--- config.mk ---
export PLATFORM = sky130hd
export DESIGN_NAME = uart_rx
export DESIGN_NICKNAME = d
export VERILOG_FILES = /design/src/rtl/uart_rx.sv
export SDC_FILE = /design/constraint.sdc
export NUM_CORES = 1
export LEC_CHECK = 0
export ABC_AREA = 1
export ABC_CLOCK_PERIOD_IN_PS = 1700
export CORE_AREA = 8 8 67 69
export CTS_CLUSTER_SIZE = 8
export DETAILED_ROUTE_END_ITERATION = 10
export DIE_AREA = 0 0 75 77
export PLACE_DENSITY = 0.75
export SLEW_MARGIN = 20
export SYNTH_ARGS = -nofsm -noshare
export SYNTH_HDL_FRONTEND = slang
export SYNTH_SLANG_ARGS = --single-unit
--- constraint.sdc ---
create_clock -name clk -period 1.7 [get_ports clk]
set_input_delay 0.255 -clock clk [delete_from_list [all_inputs] [get_ports clk]]
set_output_delay 0.255 -clock clk [all_outputs]
set_load 0.005 [all_outputs]
--- src/rtl/uart_rx.sv ---
`default_nettype none
// ============================================================================
// Module      : uart_rx
// Description : UART receiver with mid-bit sampling, a one-deep valid/ready
//               output register and framing/overrun/parity error pulses.
//               Optional parity bit enabled by macro UART_RX_PARITY_EN.
// Revision    : 1.0 - initial release
// ============================================================================
module uart_rx #(
    parameter int CLKS_PER_BIT = 868,
    parameter int DATA_BITS    = 8,
    parameter bit PARITY_ODD   = 1'b0
) (
    input  logic                 clk,
    input  logic                 rst,
    input  logic                 rx,
    output logic [DATA_BITS-1:0] m_data,
    output logic                 m_valid,
    input  logic                 m_ready,
    output logic                 frame_err,
    output logic                 overrun_err,
    output logic                 parity_err
);

    localparam int CNT_W = $clog2(CLKS_PER_BIT);
    localparam int BIT_W = $clog2(DATA_BITS);

    localparam logic [CNT_W-1:0] c_half_last = CNT_W'(CLKS_PER_BIT / 2 - 1);
    localparam logic [CNT_W-1:0] c_full_last = CNT_W'(CLKS_PER_BIT - 1);
    localparam logic [BIT_W-1:0] c_bit_last  = BIT_W'(DATA_BITS - 1);

    typedef enum logic [2:0] {
        ST_IDLE   = 3'd0,
        ST_START  = 3'd1,
        ST_DATA   = 3'd2,
`ifdef UART_RX_PARITY_EN
        ST_PARITY = 3'd3,
`endif
        ST_STOP   = 3'd4
    } state_t;

    state_t               r_state;
    state_t               w_state_next;
    logic                 r_rx_meta;
    logic                 r_rx_s;
    logic                 r_rx_prev;
    logic [CNT_W-1:0]     r_cnt;
    logic [BIT_W-1:0]     r_bit;
    logic [DATA_BITS-1:0] r_shift;
    logic                 w_fall;
    logic                 w_cnt_clr;
    logic                 w_shift;
    logic                 w_done;
`ifdef UART_RX_PARITY_EN
    logic                 r_par_bit;
    logic                 w_par_take;
    logic                 w_par_bad;
`endif

    // Two-flop synchroniser; idle-high reset so no edge is seen out of reset
    always_ff @(posedge clk) begin
        if (rst) begin
            r_rx_meta <= 1'b1;
            r_rx_s    <= 1'b1;
            r_rx_prev <= 1'b1;
        end else begin
            r_rx_meta <= rx;
            r_rx_s    <= r_rx_meta;
            r_rx_prev <= r_rx_s;
        end
    end

    assign w_fall = r_rx_prev & ~r_rx_s;

    always_ff @(posedge clk) begin
        if (rst) begin
            r_state <= ST_IDLE;
        end else begin
            r_state <= w_state_next;
        end
    end

    always_comb begin
        w_state_next = r_state;
        w_cnt_clr    = 1'b0;
        w_shift      = 1'b0;
        w_done       = 1'b0;
`ifdef UART_RX_PARITY_EN
        w_par_take   = 1'b0;
`endif
        case (r_state)
            ST_IDLE: begin
                w_cnt_clr = 1'b1;
                if (w_fall) begin
                    w_state_next = ST_START;
                end
            end
            ST_START: begin
                if (r_cnt == c_half_last) begin
                    w_cnt_clr    = 1'b1;
                    w_state_next = r_rx_s ? ST_IDLE : ST_DATA;
                end
            end
            ST_DATA: begin
                if (r_cnt == c_full_last) begin
                    w_cnt_clr = 1'b1;
                    w_shift   = 1'b1;
                    if (r_bit == c_bit_last) begin
`ifdef UART_RX_PARITY_EN
                        w_state_next = ST_PARITY;
`else
                        w_state_next = ST_STOP;
`endif
                    end
                end
            end
`ifdef UART_RX_PARITY_EN
            ST_PARITY: begin
                if (r_cnt == c_full_last) begin
                    w_cnt_clr    = 1'b1;
                    w_par_take   = 1'b1;
                    w_state_next = ST_STOP;
                end
            end
`endif
            ST_STOP: begin
                // Leaving at mid-stop lets a back-to-back start edge be caught
                if (r_cnt == c_full_last) begin
                    w_cnt_clr    = 1'b1;
                    w_done       = 1'b1;
                    w_state_next = ST_IDLE;
                end
            end
            default: begin
                w_state_next = ST_IDLE;
            end
        endcase
    end

`ifdef UART_RX_PARITY_EN
    assign w_par_bad = ((^r_shift) ^ r_par_bit) != PARITY_ODD;
`else
    assign parity_err = 1'b0;
`endif

    always_ff @(posedge clk) begin
        if (rst) begin
            r_cnt       <= '0;
            r_bit       <= '0;
            r_shift     <= '0;
            m_data      <= '0;
            m_valid     <= 1'b0;
            frame_err   <= 1'b0;
            overrun_err <= 1'b0;
`ifdef UART_RX_PARITY_EN
            r_par_bit   <= 1'b0;
            parity_err  <= 1'b0;
`endif
        end else begin
            r_cnt <= w_cnt_clr ? '0 : r_cnt + CNT_W'(1);

            if (r_state == ST_START) begin
                r_bit <= '0;
            end else if (w_shift) begin
                r_bit <= r_bit + BIT_W'(1);
            end

            if (w_shift) begin
                r_shift <= {r_rx_s, r_shift[DATA_BITS-1:1]};
            end

            frame_err   <= 1'b0;
            overrun_err <= 1'b0;
`ifdef UART_RX_PARITY_EN
            parity_err  <= 1'b0;
            if (w_par_take) begin
                r_par_bit <= r_rx_s;
            end
`endif

            if (m_valid && m_ready) begin
                m_valid <= 1'b0;
            end

            // A load in the accept cycle overrides the clear above
            if (w_done) begin
                if (!r_rx_s) begin
                    frame_err <= 1'b1;
                end
`ifdef UART_RX_PARITY_EN
                else if (w_par_bad) begin
                    parity_err <= 1'b1;
                end
`endif
                else if (m_valid && !m_ready) begin
                    overrun_err <= 1'b1;
                end else begin
                    m_data  <= r_shift;
                    m_valid <= 1'b1;
                end
            end
        end
    end

endmodule
`default_nettype wire
==> results of run 1 <==
## worst max-delay path, cell delays in order, from the launching register on
cell and delay [ps]:
dfxtp_1 370, ha_2 240, nand3_2 140, nor3_2 260, nand3_2 200, nor2_1 150
nor2_1 60
## worst min path at each step
stage	startpoint	to	slack, ps	cells after the start
floorplan	rst	m_valid$_SDFF_PP0_	320	1
global placement	r_rx_meta$_SDFF_PP1_	r_rx_s$_SDFF_PP1_	390	1
detailed placement	r_rx_meta$_SDFF_PP1_	r_rx_s$_SDFF_PP1_	400	1
CTS	r_rx_meta$_SDFF_PP1_	r_rx_s$_SDFF_PP1_	430	1
global route	rx	r_rx_meta$_SDFF_PP1_	460	2
finish	r_rx_meta$_SDFF_PP1_	r_rx_s$_SDFF_PP1_	430	1
## kinds of logic (layout without fill, tap and decap cells)
family / Yosys count / count (layout) / share of synthesized area (%)
other cells: 1 / 1 / 0.203
fa+ha+maj: 4 / 4 / 2.72
buf+inv: 47 / 70 / 10.9
compound gates: 25 / 25 / 8.62
simple gates: 119 / 119 / 32.5
flops: 38 / 38 / 41.3
xor+xnor: 8 / 8 / 3.80
## cells in the mapped netlist (2+ instances only)
cell type and count:
nor3_1 2, nor3_2 3, nand2_1 44, o21ai_1 8, nand4_1 4, inv_2 5
buf_6 2, nor2_2 13, a211oi_2 2, dfxtp_1 38, xnor2_1 2, nand2_2 3
xor2_1 6, a21oi_1 10, nor2_1 31, or2_2 2, nand3_1 10, ha_1 4
inv_1 36, nand3_2 3
## state kept, by name, indices dropped and copies added (netlist names)
signal / flops
r_rx_prev: 1
r_rx_s: 1
m_valid: 1
r_shift: 8
m_data: 8
r_cnt: 10
overrun_err: 1
r_rx_meta: 1
frame_err: 1
r_state: 3
r_bit: 3
## report_power, final
| part | switching [mW] | internal, mW |
|---|---|---|
| Combinational | 0.296 | 0.214 |
| Sequential | 0.0342 | 0.930 |
| Clock | 0.305 | 0.199 |
| Total | 0.635 | 1.34 |
## final cells by class
cell class                 count  area, um^2
inverter                      42         163
clock inverter                 2        12.5
sequential                    38         761
tap                           48        60.1
multi-input combinational    157         888
clock buffer                   6        51.3
fill                         341        1360
timing repair buffer          20         198
## metrics by stage
stage	total power, mW	cell area, um^2	utilization, %	setup WS (ps)	hold slack [ps]
detailed placement	1.49	2060	59.0	5.16	400
global route	2.10	2130	61.0	16.8	460
finish	1.98	2130	61.0	189	428
global placement	1.49	2060	59.0	109	395
CTS	2.00	2130	61.0	123	430
floorplan	1.33	1840	-	231	324
## placed cells by master (no fill, tap or decap), types with 6 or more instances in the layout
master / count
inv_1: 36
nor2_1: 31
nand2_1: 44
nand3_1: 10
o21ai_1: 8
a21oi_1: 10
clkdlybuf4s50_1: 14
xor2_1: 6
nor2_2: 13
dfxtp_1: 38
## metal layers
metal	part of all wire (%)	up-vias
met5	0	-
met2	47	18
li1	-	796
met4	2.4	0
met3	3.1	7
met1	48	644
==> results by group, run 1 <==
Outcome
  – Outcome: completed

Clocking
  – Worst-path clk slew: 120 ps
  – Hold-fix buffers, CTS: 0
  – Setup bufs post-CTS: 0
  – Clock Sinks: 38
  – CTS tree: done
  – Clk buf depth: 2
  – Num CTS Buffers: 5
  – H-tree depth: 2
  – Clk_lat worst skew: 360 ps
  – Post-CTS Resized: 1
  – Root buf cell: clkbuf_4

GRT
  – Overflow after GRT: 0
  – Largest net degree at the start of global routing: 22
  – Vias in the first global route: 1363
  – Met1 GRT Util: 15.5%
  – Met2 Use GR: 20.1%
  – Gr usage total: 12.9%
  – Met3 Use GR: 2.86%
  – First-pass GRT wire length: 5840 um
  – Layer with the highest usage: met2
  – Initial antenna violation count: 0

STA
  – Setup Total Neg Slack: 0 ps
  – Fin crit period: 1510 ps
  – Fin Clk Skew: 12.2 ps
  – Final hold vios: 0
  – Fin crit share: 88.9%
  – Final Slew Violations: 0
  – Setup Viol. Count Final: 0
  – Peak Freq: 0.662 GHz
  – RSZ-0062 raised after global routing: false

Synth
  – Area leader, netlist: dfxtp_1
  – Async set-reset flop share out of synthesis: 0%
  – Unique masters post-synth: 34
  – Sequential area share after synthesis: 41.3%
  – Gate Count Post-Synth: 242
  – Main area contributors after synthesis: dfxtp_1 (41%), nand2_1 (9.0%), inv_1 (7.3%), nor2_1 (6.3%), nor2_2 (4.4%)
  – EDFF count, synth: 0
  – Yosys warnings: 0
  – Cell Area, Synth: 1840 um^2
  – Synthesized Nets: 250
  – Top cell type's share of synthesized area: 41.3%
  – Synthesized area per cell: 7.62 um^2
  – Ys flop type: dfxtp_1
  – Flops & latches, synth: 38

Critical path
  – Worst r2r path cells: 6
  – Crit end category: register
  – Crit path from: r_cnt[1]$_SDFF_PP0_
  – R2R Path Start: r_cnt[1]$_SDFF_PP0_
  – Kind of start point of the critical path: register
  – CP max FO: 8
  – R2R Setup Slk: 190 ps
  – Critical Path Sink: m_data[5]$_SDFFE_PP0P_
  – CP arrival: 1770 ps
  – Critical setup path kind: register to register
  – Required time worst endpoint: 1960 ps
  – Worst flop-to-flop path endpoint: m_data[5]$_SDFFE_PP0P_

Route
  – Drc violations: 0
  – Post-DR vias/cell: 4.68
  – Antenna Nets Post-Route: 0
  – Initial drt markers: 52
  – DR vias: 1465
  – TritonRoute pass-1 iters: 4
  – Wirelength, routed: 3290 um
  – Drt wl/cell: 10.5 um

Power and ir drop
  – Worst vdd ir: 0.684 mV
  – Pwr/cell area: 927 nW/um^2
  – P_leak: 0.926 nW

Hold path
  – Hold Crit Class: register to register

Placed design
  – PortBufs: 14
  – Cells after DPL: 305
  – GPL Wtd Cong: 0.964
  – DP HPWL: 2480 um

Floorplanning
  – Boundary Pins: 16
  – Cell row count: 22
  – Core Region: 3500 um^2
  – Die height: 77 um
  – Initial core utilization: 52.7%
  – Chip Width: 75 um
  – Die ar.: 5780 um^2

Flow run
  – Max-cap violations: 0

Layout
  – Total Nets Final: 272
  – Finished Layout Cells: 313
  – N_diodes: 0
  – Layout cell share with drive strength beyond 1: 19.6%
  – Area delta synth->final: 15.8%
(Power assumes the default switching activity.)
==> inputs of run 2 (changes only) <==
--- a/config.mk
+++ b/config.mk
@@ -6,7 +6,7 @@
 export NUM_CORES = 1
 export LEC_CHECK = 0
 export ABC_AREA = 1
-export ABC_CLOCK_PERIOD_IN_PS = 1700
+export ABC_CLOCK_PERIOD_IN_PS = 1600
 export CORE_AREA = 8 8 67 69
 export CTS_CLUSTER_SIZE = 8
 export DETAILED_ROUTE_END_ITERATION = 10
==> constraint.sdc (replaced) <==
create_clock -name clk -period 1.6 [get_ports clk]
set_input_delay 0.24 -clock clk [delete_from_list [all_inputs] [get_ports clk]]
set_output_delay 0.24 -clock clk [all_outputs]
set_load 0.005 [all_outputs]
==> run 2 against run 1 <==
Effect of this change:
- clock skew is 2.6 ps lower
- via count rose by 1.0%
- first-iteration DRC count up 56%
- sequential share of layout area shrank 0.30 points
- critical path type is now register to output pin
- highest routed layer unchanged
==> results by group, run 2 (synthesized netlist as in run 1, its figures left out) <==
Outcome
  – Outcome: completed

Critical path
  – CP delay by family, top: buffers and inverters
  – Crit path cell chain: clkdlybuf4s50_1
  – CP max FO: 2 (-6)
  – Critical setup path kind: register to output pin
  – Worst flop-to-flop path endpoint: r_cnt[6]$_SDFF_PP0_
  – R2R Path Start: r_cnt[0]$_SDFF_PP0_
  – CP bufs+invs: 1 (+1)
  – Kind of start point of the critical path: register
  – CP peak stage delay: 530 ps (+160 ps)
  – CP arrival: 1240 ps (-530 ps)
  – Required time worst endpoint: 1360 ps (-600 ps)
  – Crit end category: output pin
  – Worst r2r path cells: 10 (+4)
  – R2R Setup Slk: 130 ps (-60 ps)
  – Crit path max-delay cell type: clkdlybuf4s50_1

Flow run
  – Max-cap violations: 0 (unchanged)

Hold path
  – Hold Crit Class: register to register
  – Hold Path Origin: r_rx_meta$_SDFF_PP1_
  – Min-Delay Path Depth: 1 (unchanged)
  – Worst Hold End: r_rx_s$_SDFF_PP1_

Clocking
  – Hold-fix buffers, CTS: 0 (unchanged)
  – Clk_lat worst skew: 350 ps (about the same)
  – Root buf cell: clkbuf_4
  – H-tree depth: 2 (unchanged)
  – Clock Sinks: 38 (unchanged)
  – Worst-path clk slew: 110 ps (about the same)
  – Num CTS Buffers: 5 (unchanged)
  – CTS tree: done
  – Clk buf depth: 2 (unchanged)

Power and ir drop
  – Clk pwr share: 24.7% (-0.8 points)
  – Overall power: 2.10 mW (+6.2%)
  – Switching power: 0.669 mW (+5.2%)
  – Flop pwr share: 49.3% (+0.6 points)
  – Comb pwr share: 26.1% (+0.3 points)
  – Pwr/cell area: 970 nW/um^2 (+4.6%)
  – Worst vdd ir: 0.716 mV (+4.7%)
  – Switch share: 31.8% (-0.30 points)
  – Int Pwr: 1.43 mW (+6.7%)
  – P_leak: 0.935 nW (+0.97%)

Layout
  – Most common cell after layout, fill and taps aside: nand2_1
  – Biggest regs: r_cnt: 10 flops, m_data: 8 flops, r_shift: 8 flops
  – Layout cell share with drive strength beyond 1: 22.2% (+2.6 points)
  – Biggest register: r_cnt
  – Final Cell Area: 2170 um^2 (+1.5%)
  – Total Nets Final: 273 (+0.37%)
  – Commonest cells after routing, fill and taps aside: nand2_1 (43), inv_1 (36), dfxtp_1 (34)
  – N_diodes: 0 (unchanged)
  – Area delta synth->final: 17.5%
  – FILL cells: 316 (-7.3%)
  – Largest register FFs: 10 (unchanged)

Route
  – TritonRoute pass-1 iters: 4 (unchanged)
  – Antenna Nets Post-Route: 0 (unchanged)
  – Wirelength, routed: 3350 um (+1.8%)
  – Post-DR vias/cell: 4.71 (+0.70%)
  – Initial drt markers: 81 (+56%)
  – DR vias: 1480 (+1.0%)
  – Drt wl/cell: 10.7 um (+1.4%)
  – Drc violations: 0 (unchanged)

STA
  – Setup Total Neg Slack: 0 ps (unchanged)
  – Fin crit period: 1480 ps
  – Setup Viol. Count Final: 0 (unchanged)
  – Final Slew Violations: 0 (unchanged)
  – Fin Clk Skew: 9.58 ps (-2.65 ps)
  – Fin crit share: 92.3%
  – Final hold vios: 0 (unchanged)
  – Peak Freq: 0.677 GHz
  – RSZ-0062 raised after global routing: false

GRT
  – Initial antenna violation count: 0 (unchanged)
  – First-pass GRT wire length: 6090 um (+4.4%)
  – Overflow after GRT: 0 (unchanged)
  – Largest net degree at the start of global routing: 22 (unchanged)
  – Gr usage total: 13.3% (+0.38 points)
  – Vias in the first global route: 1463 (+7.3%)

Floorplanning
  – Die height: 77 um (unchanged)
  – Cell row count: 22 (unchanged)
  – Chip Width: 75 um (unchanged)
  – Core Region: 3500 um^2 (unchanged)
  – Die ar.: 5780 um^2 (unchanged)
  – Boundary Pins: 16 (unchanged)
  – Initial core utilization: 52.7% (unchanged)

Placed design
  – GPL Wtd Cong: 0.906 (-6.0%)
  – DP HPWL: 2550 um (+2.5%)
  – Placed inst area: 2070 um^2 (+0.36%)
  – PortBufs: 14 (unchanged)
-- run 2: changes by cell type in the layout (fill, tap and decap cells not counted) --
| cell | before | now |
|---|---|---|
| nor2_4 | 0 | 1 |
| ha_4 | 0 | 1 |
| nand2_1 | 44 | 43 |
| nor2_1 | 31 | 30 |
| nand2_2 | 2 | 3 |
| dfxtp_1 | 38 | 34 |
| ha_2 | 1 | 0 |
| dfxtp_2 | 0 | 4 |
| buf_4 | 5 | 6 |
-- run 2: metal layers --
layer	part of all wire (%)	track usage (%)	vias to the layer above	wire, um
li1	-	-	795	-
met1	45	15.2	652	1500
met2	49	21.6	26	1630
met3	4.2	2.99	7	142
met4	2.3	7.65	0	77
met5	0	0	-	0
-- run 2: stage by stage --
| step | worst slack, ps | cells | util (%) | hold WS [ps] |
|---|---|---|---|---|
| after floorplan | 131 | 242 | - | 309 |
| after global placement | 97.8 | 306 | 59.2 | 396 |
| after detailed placement | 43.6 | 306 | 59.2 | 395 |
| after CTS | 24.2 | 314 | 61.0 | 422 |
| after global routing | 2.77 | 314 | 62.0 | 433 |
| final | 123 | 314 | 62.0 | 421 |
-- run 2: worst max path at each step --
stage	from	depth (start not counted)	end	slack, ps
2_1_floorplan	r_cnt[0]$_SDFF_PP0_	9	r_shift[7]$_SDFFE_PP0P_	130
3_3_place_gp	r_cnt[1]$_SDFF_PP0_	8	r_bit[0]$_SDFFE_PP0P_	100
3_5_place_dp	r_cnt[1]$_SDFF_PP0_	8	r_shift[7]$_SDFFE_PP0P_	40
4_1_cts	r_cnt[1]$_SDFF_PP0_	8	r_shift[7]$_SDFFE_PP0P_	20
5_1_grt	r_cnt[5]$_SDFF_PP0_	7	m_data[2]$_SDFFE_PP0P_	3
6_report	m_data[4]$_SDFFE_PP0P_	1	m_data[4]	120
-- run 2: final cells by class --
cell class	count	area, um^2	share of cell area, %
well taps	48	60.1	2.77
clock inverters	2	12.5	0.578
clock buffers	6	51.3	2.37
multi-input cells	157	908	41.9
flip-flops and latches	38	766	35.4
repair buffers	21	205	9.47
inverters	42	163	7.51
-- run 2: repair_timing --
action                     in CTS  in global routing
buffers inserted                0                  0
gates resized for setup         0                 10
setup endpoints to repair       0                 19
-- run 2: power groups by stage --
stage	clock (mW)	sequential [mW]	combinational [mW]
after global placement	0	1.04	0.536
after detailed placement	0	1.05	0.539
after global routing	0.579	1.04	0.623
after CTS	0.540	1.02	0.542
after floorplan	0	1.05	0.368
final	0.518	1.04	0.547
==> inputs of run 3 (changes only) <==
--- a/config.mk
+++ b/config.mk
@@ -6,12 +6,13 @@
 export NUM_CORES = 1
 export LEC_CHECK = 0
 export ABC_AREA = 1
-export ABC_CLOCK_PERIOD_IN_PS = 1600
-export CORE_AREA = 8 8 67 69
+export ABC_CLOCK_PERIOD_IN_PS = 1200
+export CORE_AREA = 2 2 64 66
 export CTS_CLUSTER_SIZE = 8
 export DETAILED_ROUTE_END_ITERATION = 10
-export DIE_AREA = 0 0 75 77
-export PLACE_DENSITY = 0.75
+export DIE_AREA = 0 0 66 68
+export PLACE_DENSITY = 0.72
+export RECOVER_POWER = 25
 export SLEW_MARGIN = 20
 export SYNTH_ARGS = -nofsm -noshare
 export SYNTH_HDL_FRONTEND = slang
==> constraint.sdc (replaced) <==
create_clock -name clk -period 1.2 [get_ports clk]
set_input_delay 0.18 -clock clk [delete_from_list [all_inputs] [get_ports clk]]
set_output_delay 0.18 -clock clk [all_outputs]
set_load 0.005 [all_outputs]
==> run 3 against run 2 <==
Effect of this change:
- cell count grew 12%
- clock skew is essentially flat
- highest routed layer unchanged
- global-route usage grew 6.3 points
- critical path type is now register to register
- largest power group unchanged
- the flow now finishes with violations (negative setup slack)
- first-iteration DRC count grew 9.9%
- wire length grew 26%
- sequential power grew 34%
==> results by group, run 3 (synthesized netlist as in run 1, its figures left out) <==
Flow run
  – Max-cap violations: 0 (unchanged)

Power and ir drop
  – Pwr/cell area: 1320 nW/um^2 (+36%)
  – Worst vdd ir: 1.37 mV (+92%)
  – Overall power: 3.48 mW (+66%)
  – P_leak: 1.21 nW (+30%)

Layout
  – Most common cell after layout, fill and taps aside: nand2_1
  – Total Nets Final: 309 (+13%)
  – Finished Core Util: 68.4% (+6.5 points)
  – Area delta synth->final: 43.2%
  – Biggest register: r_cnt
  – Layout cell share with drive strength beyond 1: 43.4% (+21 points)
  – Commonest cells after routing, fill and taps aside: nand2_1 (37), buf_4 (35), inv_1 (33)
  – FILL cells: 303 (-4.1%)
  – Largest register FFs: 10 (unchanged)
  – Finished Layout Cells: 352 (+12%)
  – Multi-input logic area: 1060 um^2 (+17%)
  – N_diodes: 0 (unchanged)
  – Biggest regs: r_cnt: 10 flops, m_data: 8 flops, r_shift: 8 flops
  – Sequential cell area: 786 um^2 (+2.6%)

Clocking
  – Root buf cell: clkbuf_8
  – Clock Sinks: 38 (unchanged)
  – Clk_lat worst skew: 290 ps (-60 ps)
  – H-tree depth: 2 (unchanged)
  – Clk buf depth: 2 (unchanged)
  – CTS tree: done
  – Worst-path clk slew: 80 ps (-30 ps)
  – Hold-fix buffers, CTS: 0 (unchanged)
  – Num CTS Buffers: 5 (unchanged)

Placed design
  – Cells after DPL: 333 (+8.8%)
  – Pre-CTS setup slack: -209 ps (-252 ps)
  – GPL Wtd Cong: 0.920 (+1.5%)
  – DP HPWL: 2490 um (-2.2%)
  – PortBufs: 14 (unchanged)

Hold path
  – Min-Delay Path Depth: 1 (unchanged)
  – Hold Crit Class: register to register

GRT
  – First-pass GRT wire length: 6700 um (+10%)
  – Overflow after GRT: 0 (unchanged)
  – Gr usage total: 19.6% (+6.3 points)
  – Vias in the first global route: 1500 (+2.5%)
  – Initial antenna violation count: 0 (unchanged)
  – Largest net degree at the start of global routing: 17 (-23%)

Critical path
  – CP peak stage delay: 380 ps (-150 ps)
  – CP arrival: 1640 ps (+400 ps)
  – Crit path max-delay cell type: dfxtp_4
  – Crit path cell chain: ha_4 > nand2_2 > nor2_2 > nand2_2 > nor2_8 > buf_12 > nand2_8 > xor2_1 > nor2_1
  – Crit end category: register
  – Kind of start point of the critical path: register
  – CP most frequent cell: nand2_2
  – Critical setup path kind: register to register
  – CP delay by family, top: simple AND/OR/NAND/NOR gates
  – Worst r2r path cells: 9 (-1)
  – CP bufs+invs: 1 (unchanged)
  – CP max FO: 6 (+4)
  – Crit path depth: 9 (+8)
  – Required time worst endpoint: 1380 ps (+20 ps)

STA
  – WHS: 417 ps (-4.23 ps)
  – Fin worst setup slack: -260 ps (-383 ps)
  – Final Slew Violations: 0 (unchanged)
  – RSZ-0062 raised after global routing: true
  – Fin crit period: 1460 ps
  – Final hold vios: 0 (unchanged)
  – Fin crit share: 122%
  – Fin Clk Skew: 9.87 ps (+0.286 ps)
  – Setup Viol. Count Final: 34 (+34)
  – Peak Freq: 0.685 GHz

Route
  – Antenna Nets Post-Route: 0 (unchanged)
  – Drt wl/cell: 12.0 um (+13%)
  – Post-DR vias/cell: 4.70 (-0.37%)
  – Wirelength, routed: 4230 um (+26%)
  – Drc violations: 0 (unchanged)
  – Initial drt markers: 89 (+9.9%)
  – DR vias: 1653 (+12%)
  – TritonRoute pass-1 iters: 4 (unchanged)

Floorplanning
  – Cell row count: 23 (+4.5%)
  – Initial core utilization: 47.8% (-4.9 points)
  – Die ar.: 4490 um^2 (-22%)
  – Chip Width: 66 um (-12%)
  – Die height: 68 um (-12%)
  – Boundary Pins: 16 (unchanged)
  – Core Region: 3860 um^2 (+10%)

Outcome
  – Outcome: finished, violations left
  – Violated checks: negative setup slack
==> run 3: changes by cell type in the layout (fill, tap and decap cells not counted), moves of 7 or more <==
cell and delta:
dfxtp_1 -10, clkdlybuf4s50_1 -12, dlygate4sd2_1 +11, dfxtp_2 +7, buf_4 +29, nor2_1 -8
==> run 3: power by group <==
part	switching, mW	leakage [nW]	internal [mW]
registers	0.0633	0.315	1.33
logic	0.590	0.850	0.579
clock network	0.464	0.0472	0.462
total	1.12	1.21	2.37
==> run 3: per-layer routing <==
layer,share of wire [%],routed length (um),vias up,track usage [%]
met5,0,0,-,0
met4,1.8,78,0,7.65
met3,4.4,186,6,4.44
met2,49,2090,34,30.9
met1,44,1880,743,26.2
li1,-,-,870,-
==> run 3: final cells by class <==
| class | count | share of cell area (%) |
|---|---|---|
| multi-input combinational | 160 | 40.3 |
| sequential | 38 | 29.8 |
| timing repair buffer | 54 | 17.8 |
| inverter | 42 | 6.16 |
| clock buffer | 6 | 3.13 |
| tap | 50 | 2.37 |
| clock inverter | 2 | 0.474 |
==> run 3: stage by stage <==
stage	TNS (ps)	area, um^2
global route	-8940	2640
CTS	-6090	2500
finish	-6090	2640
detailed placement	-5350	2290
global placement	-4480	2290
floorplan	-2590	1870
==> run 3: path summary, 6_finish.rpt <==
check	endpoint	start	slack (ps)
min	r_rx_s$_SDFF_PP1_	r_rx_meta$_SDFF_PP1_	420
min reg2reg	r_rx_s$_SDFF_PP1_	r_rx_meta$_SDFF_PP1_	420
max	r_bit[0]$_SDFFE_PP0P_	r_cnt[1]$_SDFF_PP0_	-260
max reg2reg	r_bit[0]$_SDFFE_PP0P_	r_cnt[1]$_SDFF_PP0_	-260
==> run 3: repair_timing <==
| action | CTS | global route |
|---|---|---|
| setup endpoints to repair | 43 | 34 |
| pin swaps | 6 | 4 |
| setup buffers | 4 | 3 |
| cloned | 2 | 2 |
| resized for setup | 33 | 28 |
